[config.mk]
export PLATFORM = sky130hd
export DESIGN_NAME = button_event_arbiter_flat
export DESIGN_NICKNAME = d
export VERILOG_FILES = /design/src/rtl/vm_pkg.sv /design/src/rtl/button_event_arbiter_if.sv /design/src/rtl/button_event_arbiter_fifo.sv /design/src/rtl/button_event_arbiter.sv /design/src/flat_wrapper.sv
export SDC_FILE = /design/constraint.sdc
export NUM_CORES = 1
export LEC_CHECK = 0
export BUFFER_PORTS_ARGS = -buffer_cell sky130_fd_sc_hd__buf_2
export CAP_MARGIN = 30
export CORE_MARGIN = 8
export CORE_UTILIZATION = 25
export DETAILED_ROUTE_END_ITERATION = 10
export GPL_ROUTABILITY_DRIVEN = 1
export PLACE_DENSITY_LB_ADDON = 0.3
export SLEW_MARGIN = 40
export SYNTH_ARGS = -nofsm -noshare
export SYNTH_HDL_FRONTEND = slang
export SYNTH_SLANG_ARGS = --single-unit
[constraint.sdc]
create_clock -name clk -period 3 [get_ports clk]
set_clock_uncertainty 0.05 [all_clocks]
set_input_delay 0.15 -clock clk [delete_from_list [all_inputs] [get_ports clk]]
set_output_delay 0.15 -clock clk [all_outputs]
set_load 0.01 [all_outputs]
[src/rtl/vm_pkg.sv]
// Shared vending-machine definitions: button indices, event id width and type.
package vm_pkg;

  localparam int unsigned N_BTN_DEFAULT = 4;
  localparam int unsigned IDX_W         = $clog2(N_BTN_DEFAULT);

  localparam int unsigned BTN_COIN5  = 0;
  localparam int unsigned BTN_COIN10 = 1;
  localparam int unsigned BTN_SELECT = 2;
  localparam int unsigned BTN_CANCEL = 3;

  typedef logic [IDX_W-1:0] evt_id_t;

endpackage

[src/rtl/button_event_arbiter_if.sv]
// Press-event handshake between the button arbiter (master) and the control FSM (slave).
interface button_event_arbiter_if
  import vm_pkg::*;
#(
  parameter int unsigned N_BTN = N_BTN_DEFAULT
);
  localparam int unsigned ID_W = (N_BTN > 1) ? $clog2(N_BTN) : 1;

  logic            evt_valid;
  logic [ID_W-1:0] evt_id;
  logic            evt_ready;

  modport master (output evt_valid, output evt_id, input  evt_ready);
  modport slave  (input  evt_valid, input  evt_id, output evt_ready);
endinterface

[src/rtl/button_event_arbiter_fifo.sv]
// event_fifo: DEPTH x WIDTH synchronous FIFO with occupancy count, clear and combinational head.
module event_fifo #(
  parameter int unsigned DEPTH = 4,
  parameter int unsigned WIDTH = 2
) (
  input  logic                     clk,
  input  logic                     rst_n,
  input  logic                     clear,
  input  logic                     push,
  input  logic [WIDTH-1:0]         din,
  input  logic                     pop,
  output logic [WIDTH-1:0]         dout,
  output logic [$clog2(DEPTH):0]   count
);
  localparam int unsigned PW = $clog2(DEPTH);
  localparam int unsigned CW = PW + 1;

  logic [WIDTH-1:0] mem [DEPTH];
  logic [PW-1:0]    wr_ptr;
  logic [PW-1:0]    rd_ptr;
  logic             do_push;
  logic             do_pop;

  assign do_pop  = pop && (count != '0);
  // A full FIFO still accepts a write when the head leaves in the same cycle.
  assign do_push = push && ((count != CW'(DEPTH)) || do_pop);

  always_ff @(posedge clk or negedge rst_n) begin
    if (!rst_n) begin
      wr_ptr <= '0;
      rd_ptr <= '0;
      count  <= '0;
    end else if (clear) begin
      wr_ptr <= '0;
      rd_ptr <= '0;
      count  <= '0;
    end else begin
      if (do_push) wr_ptr <= wr_ptr + 1'b1;
      if (do_pop)  rd_ptr <= rd_ptr + 1'b1;
      case ({do_push, do_pop})
        2'b10:   count <= count + 1'b1;
        2'b01:   count <= count - 1'b1;
        default: count <= count;
      endcase
    end
  end

  always_ff @(posedge clk) begin
    if (do_push && !clear) mem[wr_ptr] <= din;
  end

  assign dout = (count != '0) ? mem[rd_ptr] : '0;

endmodule

[src/rtl/button_event_arbiter.sv]
// Edge-detects debounced buttons, round-robin arbitrates pending presses into an event FIFO.
// Optional auto-repeat of held buttons is enabled by defining BTN_AUTOREPEAT_EN.
module button_event_arbiter
  import vm_pkg::*;
#(
  parameter int unsigned N_BTN         = N_BTN_DEFAULT,
  parameter int unsigned DEPTH         = 4,
  parameter int unsigned REPEAT_CYCLES = 50000000
) (
  input  logic                      clk,
  input  logic                      reset,
  input  logic [N_BTN-1:0]          debounced,
  input  logic                      clear,
  button_event_arbiter_if.master    evt,
  output logic [N_BTN-1:0]          pending,
  output logic                      drop_flag,
  output logic [$clog2(DEPTH):0]    fifo_count
);
  localparam int unsigned ID_W = (N_BTN > 1) ? $clog2(N_BTN) : 1;
  localparam int unsigned CW   = $clog2(DEPTH) + 1;

  logic [N_BTN-1:0] prev;
  logic [N_BTN-1:0] rise;
  logic [N_BTN-1:0] grant;
  logic [N_BTN-1:0] merged;
  logic [ID_W-1:0]  ptr;
  logic [ID_W-1:0]  gnt_idx;
  logic [ID_W-1:0]  head_id;
  logic             found;
  logic             do_grant;
  logic             pop;
  logic             can_accept;
  int unsigned      slot;

`ifdef BTN_AUTOREPEAT_EN
  localparam int unsigned RW = $clog2(REPEAT_CYCLES) + 1;

  logic [RW-1:0]    rpt_cnt [N_BTN];
  logic [N_BTN-1:0] inject;

  always_comb begin
    inject = '0;
    for (int unsigned i = 0; i < N_BTN; i++) begin
      inject[i] = debounced[i] && prev[i] && (rpt_cnt[i] == RW'(REPEAT_CYCLES - 1));
    end
  end

  always_ff @(posedge clk or negedge reset) begin
    if (!reset) begin
      for (int unsigned i = 0; i < N_BTN; i++) rpt_cnt[i] <= '0;
    end else begin
      for (int unsigned i = 0; i < N_BTN; i++) begin
        if (clear || !(debounced[i] && prev[i]) || inject[i]) rpt_cnt[i] <= '0;
        else                                                  rpt_cnt[i] <= rpt_cnt[i] + 1'b1;
      end
    end
  end

  assign rise = (debounced & ~prev) | inject;
`else
  assign rise = debounced & ~prev;
`endif

  assign pop        = evt.evt_valid && evt.evt_ready;
  assign can_accept = (fifo_count < CW'(DEPTH)) || pop;

  // First pending bit at or after ptr, wrapping modulo N_BTN.
  always_comb begin
    found   = 1'b0;
    gnt_idx = '0;
    slot    = 0;
    for (int unsigned k = 0; k < N_BTN; k++) begin
      slot = 32'(ptr) + k;
      if (slot >= N_BTN) slot = slot - N_BTN;
      if (!found && pending[slot]) begin
        found   = 1'b1;
        gnt_idx = slot[ID_W-1:0];
      end
    end
  end

  assign do_grant = found && can_accept && !clear;
  assign grant    = do_grant ? (N_BTN'(1) << gnt_idx) : '0;
  assign merged   = rise & pending & ~grant;

  always_ff @(posedge clk or negedge reset) begin
    if (!reset) begin
      prev      <= '1;
      pending   <= '0;
      ptr       <= '0;
      drop_flag <= 1'b0;
    end else begin
      prev <= debounced;
      if (clear) begin
        pending <= '0;
        ptr     <= '0;
      end else begin
        pending   <= (pending & ~grant) | rise;
        drop_flag <= drop_flag | (|merged);
        if (do_grant) begin
          ptr <= (gnt_idx == ID_W'(N_BTN - 1)) ? '0 : gnt_idx + 1'b1;
        end
      end
    end
  end

  event_fifo #(
    .DEPTH (DEPTH),
    .WIDTH (ID_W)
  ) u_fifo (
    .clk   (clk),
    .rst_n (reset),
    .clear (clear),
    .push  (do_grant),
    .din   (gnt_idx),
    .pop   (pop),
    .dout  (head_id),
    .count (fifo_count)
  );

  assign evt.evt_valid = (fifo_count != '0);
  assign evt.evt_id    = head_id;

endmodule

[src/flat_wrapper.sv]
// flat-port wrapper written by rule: the top's interface ports become plain ports
module button_event_arbiter_flat import vm_pkg::*;
#(
  parameter int unsigned N_BTN         = N_BTN_DEFAULT,
  parameter int unsigned DEPTH         = 4,
  parameter int unsigned REPEAT_CYCLES = 50000000
)
  (clk, reset, debounced, clear, pending, drop_flag, fifo_count, evt_evt_valid, evt_evt_id, evt_evt_ready);
  button_event_arbiter_if #(.N_BTN(N_BTN)) evt_i ();
  input  logic clk;
  input  logic reset;
  input  logic [N_BTN-1:0] debounced;
  input  logic clear;
  output logic [N_BTN-1:0] pending;
  output logic drop_flag;
  output logic [$clog2(DEPTH):0] fifo_count;
  output wire logic [$bits(evt_i.evt_valid)-1:0] evt_evt_valid;
  output wire logic [$bits(evt_i.evt_id)-1:0] evt_evt_id;
  input wire logic [$bits(evt_i.evt_ready)-1:0] evt_evt_ready;
  assign evt_evt_valid = evt_i.evt_valid;
  assign evt_evt_id = evt_i.evt_id;
  assign evt_i.evt_ready = evt_evt_ready;
  button_event_arbiter #(.N_BTN(N_BTN), .DEPTH(DEPTH), .REPEAT_CYCLES(REPEAT_CYCLES)) u_core (.clk(clk), .reset(reset), .debounced(debounced), .clear(clear), .evt(evt_i), .pending(pending), .drop_flag(drop_flag), .fifo_count(fifo_count));
endmodule
Word level (Yosys, flattened, before mapping)
Memory sizes are Yosys's and may differ from the RTL's.
Cells that the tools add are included.
Word-level totals
  flip-flop bits (word level): 18
  bits in latches: 0
  RAM bits: 8
  ROM bits: 0
  input port bits: 8
  output and inout port bits: 11
  memories: 1
Memories
  u_core.u_fifo.mem: words 4, bits a word 2, rd ports 1, clocked after Yosys merged registers in 0, write ports 1, line button_event_arbiter_fifo.sv:18  | logic [WIDTH-1:0] mem [DEPTH];
Cells by class
  add/sub/neg operators: 12
  $mul: 0
  div/mod/pow operators: 0
  magnitude comparators: 9
  equal/unequal tests: 4
  shift operators: 1
  mux-type cells: 34
  bitwise logic cells: 8
  reduce and logical (&&, ||, !) cells: 21
Operators by type and width (number)
  less-than comparator 32 x 3 -> 1 bit (second input constant): 4
  two-way mux 32 bit: 4
  >= comparator 32 x 3 -> 1 bit (second input constant): 3
  subtractor 32 x 3 -> 32 bit (second input constant): 3
  two-way mux 2 bit: 12
  bitwise AND 4 bit: 4
  two-way mux 1 bit: 10
  logical AND 1 bit: 9
  binary-select mux 1 bit (select 2 bit): 4
  two-way mux 4 bit: 2
  NOT 4 bit: 2
  adder 2 x 1 -> 2 bit (second input constant): 3
  adder 2 x 2 -> 3 bit (second input constant): 2
  case mux 3 bit (2 select lines): 1
  nonzero test 2 bit: 3
  nonzero test 3 bit: 2
  == test 2 bit (second input constant): 2
  zero test 1 bit: 4
  OR 4 bit: 1
  OR reduction 4 bit: 1
  left shift 1 x 2 -> 4 bit (first input constant): 1
  subtractor 2 x 3 -> 4 bit (second input constant): 1
  adder 2 x 1 -> 3 bit (second input constant): 1
  adder 3 x 1 -> 3 bit (second input constant): 1
  8 further kinds: 9

Logic depth before layout (Yosys ltp)
  depth in word-level cells: 21
  mapped depth: 8

Cells and area by module
Synthesis repeated with hierarchy kept, for this count alone.
Second synthesis, totals
  cell total of the unflattened synthesis: 153
  area total of the unflattened synthesis: 1575.3 um^2
Modules (own cells, without submodules)
  event_fifo: instances 1, cells each 77, area an instance 884.6 um^2, sequential area each 415.4 um^2
  button_event_arbiter: instances 1, cells each 76, area an instance 690.7 um^2, sequential area each 280.3 um^2

Least setup slack after synthesis
No wires, ideal clock.
  path kind: register to register
  from: register u_core.pending[1]
  to: register u_core.u_fifo.count[2]
  library setup time: 128 ps
  data arrival time: 2079 ps
  data required time: 2822 ps
  setup slack: 744 ps
  cell stages (with the launch flop): 8
  clock period less this slack: 2256 ps
  path through: dfrtp_1 > nor4_4 > a21o_2 > o21ai_0 > fa_1 > and4_1 > a21oi_1 > mux2_1
On the way
  cells in the longest elaborated chain, start to end: 18
Ends and longest elaborated chain
  start: declaration: line button_event_arbiter.sv:15  | output logic [N_BTN-1:0] pending,
  start signal: assignment: line button_event_arbiter.sv:98  | pending <= (pending & ~grant) | rise;
  binary-select mux 1 bit (select 2 bit): line button_event_arbiter.sv:75  | if (!found && pending[slot]) begin
  two-way mux 1 bit (not written as such): line button_event_arbiter.sv:75
  two-way mux 1 bit: line button_event_arbiter.sv:75
  zero test 1 bit: line button_event_arbiter.sv:75
  logical AND 1 bit: line button_event_arbiter.sv:75
  two-way mux 1 bit: line button_event_arbiter.sv:75
  zero test 1 bit: line button_event_arbiter.sv:75
  logical AND 1 bit: line button_event_arbiter.sv:75
  two-way mux 1 bit: line button_event_arbiter.sv:75
  zero test 1 bit: line button_event_arbiter.sv:75
  logical AND 1 bit: line button_event_arbiter.sv:75
  two-way mux 1 bit *: line button_event_arbiter.sv:75
  logical AND 1 bit * (2 in series): line button_event_arbiter.sv:82  | assign do_grant = found && can_accept && !clear;
  logical AND 1 bit *: line button_event_arbiter_fifo.sv:26  | assign do_push = push && ((count != CW'(DEPTH)) || do_pop);
  == test 2 x 1 -> 1 bit / == test 2 bit (equally long branches): line button_event_arbiter_fifo.sv:40  | case ({do_push, do_pop})
  case mux 3 bit (2 select lines): line button_event_arbiter_fifo.sv:40
  two-way mux 3 bit: line button_event_arbiter_fifo.sv:33  | end else if (clear) begin
  end signal: assignment: line button_event_arbiter_fifo.sv:41  | 2'b10: count <= count + 1'b1;
  end signal: assignment: line button_event_arbiter_fifo.sv:42  | 2'b01: count <= count - 1'b1;
  end signal: assignment: line button_event_arbiter_fifo.sv:43  | default: count <= count;
  end: declaration: line button_event_arbiter_fifo.sv:13  | output logic [$clog2(DEPTH):0] count
Mark *: on every way between the ends. The rest lies on a longest branch, timed or not. The select of a mux whose other input is x is not followed.
A chain may end at the register's enable or synchronous reset.

Worst setup path after layout
Ends and elaborated chain as after synthesis.

==> results.sh <==
export IMPL_peakVddDrop_uv=189.6
export IMPL_min_path_cells=2
export IMPL_synth_cell_types=33
export IMPL_clockBufferDepth=2
export IMPL_fp_dieH_um=90.97
export IMPL_p_leak_nw=0.7223
export IMPL_port_buffer_count=18
export IMPL_grt_overflow=0
export IMPL_crit_required_ns=3.10
export IMPL_max_cap_viol_count=0
export IMPL_ys_seq_elements=26
export IMPL_drtAntennaViolNets=0
export IMPL_fill_cells=584
export IMPL_grt_use_total=0.07122
export IMPL_dr_pass1_iters=4
export IMPL_maxSlewViolCount=0
export IMPL_final_nets=168
export IMPL_powerDensity_nw_per_um2=660.2
export IMPL_worstPathMaxFanout=8
export IMPL_run_status="completed"
export IMPL_r2r_cells=7
export IMPL_hold_viol=0
export IMPL_cts_tree="yes"
export IMPL_num_vias=980
export IMPL_clk_pin_slew_ns=0.08
export IMPL_detail_route_wl_per_cell_um=12.61
export IMPL_netlist_area_um2=1405
export IMPL_antenna_found_initial=0
export IMPL_yosysSeqAreaShare=0.4951
export IMPL_avgViaCountPerCell=4.414
export IMPL_final_setup_viol_count=0
export IMPL_cp_start_kind="register"
export IMPL_post_cts_buffers=0
export IMPL_ctsRootBufferMaster="clkbuf_8"
export IMPL_worst_slack_ns=0.5999
export IMPL_period_minus_slack_ns=2.400
export IMPL_io_pins=19
export IMPL_fin_crit_sh=0.8000
export IMPL_critPathArrivalTime_ns=2.50
export IMPL_cts_htree_levels=1
export IMPL_drt_iter0_drc=43
export IMPL_tightestPinTransition_ns=0.4090
export IMPL_cts_resized=0
export IMPL_tns_ns=0
export IMPL_grt_first_pass_wirelength_um=4995
export IMPL_cp_end_kind="register"
export IMPL_drt_wl_total_um=2799
export IMPL_syn_area_per_cell_um2=11.33
export IMPL_drive_gt1_frac=0.2400
export IMPL_reg2reg_setup_slack_ns=0.60
export IMPL_hold_start="clear"
export IMPL_worstHoldEndpoint="u_core.pending[0]"
export IMPL_max_freq_ghz=0.4166
export IMPL_post_place_ws_ns=0.5997
export IMPL_syn_nets=141
export IMPL_dieArea_um2=8276
export IMPL_areaGrowthSynthToFinish_pct=19.06
export IMPL_timing_rr_start="u_core.pending[1]"
export IMPL_clock_latency_ns=0.26
export IMPL_crit_type="register to register"
export IMPL_grt_pass1_vias=1057
export IMPL_cts_buffers=3
export IMPL_hp_class="primary input to register"
export IMPL_n_antenna_cell=0
export IMPL_slew_headroom=0.7273
export IMPL_postSynthCellCount=124
export IMPL_row_count=27
export IMPL_clkSinkCount=26
export IMPL_timing_rr_end="u_core.u_fifo.count[2]"
export IMPL_coreArea_um2=5473
export IMPL_yosysWarnings=0
export IMPL_hpwlAfterDp_um=2209
export IMPL_rsz0062_at_grt="no"
export IMPL_finalWeightedCongestion=0.8348
export IMPL_die_x_um=90.97
export IMPL_grt_max_degree=20
export IMPL_initial_utilization=0.2567
export IMPL_drc=0
-- state kept, by name, summed over array words and instances, names as in the netlist --
| register | count |
|---|---|
| u_core.u_fifo.mem | 8 |
| u_core.pending | 4 |
| u_core.prev | 4 |
| u_core.u_fifo.count | 3 |
| u_core.ptr | 2 |
| u_core.u_fifo.rd_ptr | 2 |
| u_core.u_fifo.wr_ptr | 2 |
| u_core.drop_flag | 1 |
-- cell usage after synthesis (all sizes together) --
| cell | instances | area (µm²) |
|---|---|---|
| o31a | 1 | 8.760 |
| and2b | 2 | 17.52 |
| a21o | 2 | 17.52 |
| xor2 | 1 | 8.760 |
| nand3b | 4 | 30.03 |
| o22ai | 3 | 18.77 |
| mux4 | 2 | 45.04 |
| ha | 8 | 100.1 |
| nand2 | 3 | 11.26 |
| dfstp | 4 | 105.1 |
| clkbuf | 1 | 3.750 |
| mux2 | 3 | 33.78 |
| and4 | 1 | 8.760 |
| fa | 1 | 20.02 |
| o21ai | 1 | 5.000 |
| buf | 1 | 11.26 |
| nor4 | 1 | 21.27 |
| a21oi | 11 | 66.32 |
| nor2 | 17 | 63.81 |
| or3 | 1 | 11.26 |
| nand2b | 3 | 18.77 |
| and2 | 6 | 37.54 |
| a21boi | 2 | 15.01 |
| xnor2 | 3 | 33.79 |
| edfxtp | 8 | 240.2 |
| o22a | 1 | 8.760 |
| dfrtp | 14 | 350.3 |
| o21bai | 1 | 7.510 |
| nand4 | 1 | 6.260 |
| inv | 13 | 48.80 |
| a211oi | 4 | 30.03 |
-- kinds of logic (layout without fill, tap and decap cells) --
family                   count (synthesis)  after routing  share of synthesized area
flip-flops                              26             26                     0.4951
adder cells (fa/ha/maj)                  9              9                    0.08549
XOR/XNOR                                 4              4                    0.03028
AO/OA/AOI/OAI                           26             26                     0.1265
multiplexers                             5              5                    0.05610
buffers and inverters                   15             41                    0.04541
AND/OR/NAND/NOR                         39             39                     0.1612
-- cell type report --
type	instances	area [µm²]	area share
clock buffer	4	45.04	0.02693
tap	72	90.09	0.05385
timing repair buffer	24	147.6	0.08826
multi-input combinational	83	645.6	0.3859
inverter	13	48.80	0.02917
sequential	26	695.7	0.4159
-- worst max-delay path, cell delays in order, from the launching register on --
cell and delay, ns:
dfrtp_1 0.48, nor4_4 0.40, a21o_2 0.18, o21ai_0 0.11, fa_1 0.41, and4_1 0.19, a21oi_1 0.14, mux2_1 0.33
-- timing repair --
| action | in CTS | in global routing |
|---|---|---|
| endpoints found under the hold margin | 18 | 0 |
| hold buffers | 5 | 0 |
| endpoints found under the setup margin | 0 | 0 |
-- routing by layer --
layer	track usage	wire (µm)	vias up
met4	0.02865	40	0
met1	0.08526	1259	483
li1	-	-	478
met3	0.01893	136	2
met2	0.1185	1362	17
met5	0	0	-
-- where the power goes --
part | switching (mW) | internal, mW
sequential | 0.0671 | 0.427
combinational | 0.212 | 0.206
clock | 0.0978 | 0.0946
total | 0.376 | 0.728
-- cell usage in the layout (no fill, tap or decap), drive strengths merged --
cell type / n
a21oi: 11
nand3b: 4
o21bai: 1
nand2b: 3
buf: 19
mux2: 3
dlygate4sd3: 5
edfxtp: 8
dfstp: 4
o31a: 1
ha: 8
xnor2: 3
o21ai: 1
a21boi: 2
nor4: 1
dfrtp: 14
xor2: 1
clkbuf: 4
and2b: 2
and4: 1
or3: 1
fa: 1
and2: 6
a21o: 2
a211oi: 4
nand2: 3
mux4: 2
nor2: 17
nand4: 1
o22a: 1
inv: 13
o22ai: 3
-- stage by stage --
step	power (mW)	hold WS (ns)	cell area [µm²]	util	instances
finish	1.104	0.2202	1673	0.3057	222
global route	1.200	0.2507	1673	0.3057	222
detailed placement	0.9265	0.06111	1578	0.2883	213
floorplan	0.7876	-0.1956	1405	-	124
CTS	1.128	0.2204	1673	0.3057	222
global placement	0.9139	0.05359	1578	0.2883	213
-- worst max path at each step --
| stage | slack, ns | endpoint | startpoint |
|---|---|---|---|
| 2_1_floorplan | 0.74 | u_core.u_fifo.count[2] | u_core.pending[1] |
| 3_3_place_gp | 0.67 | u_core.u_fifo.count[2] | u_core.pending[1] |
| 3_5_place_dp | 0.60 | u_core.u_fifo.count[2] | u_core.pending[1] |
| 4_1_cts | 0.58 | u_core.u_fifo.count[2] | u_core.pending[1] |
| 5_1_grt | 0.41 | u_core.u_fifo.count[2] | u_core.pending[1] |
| 6_report | 0.60 | u_core.u_fifo.count[2] | u_core.pending[1] |
Power figures use the tool's default switching activity.
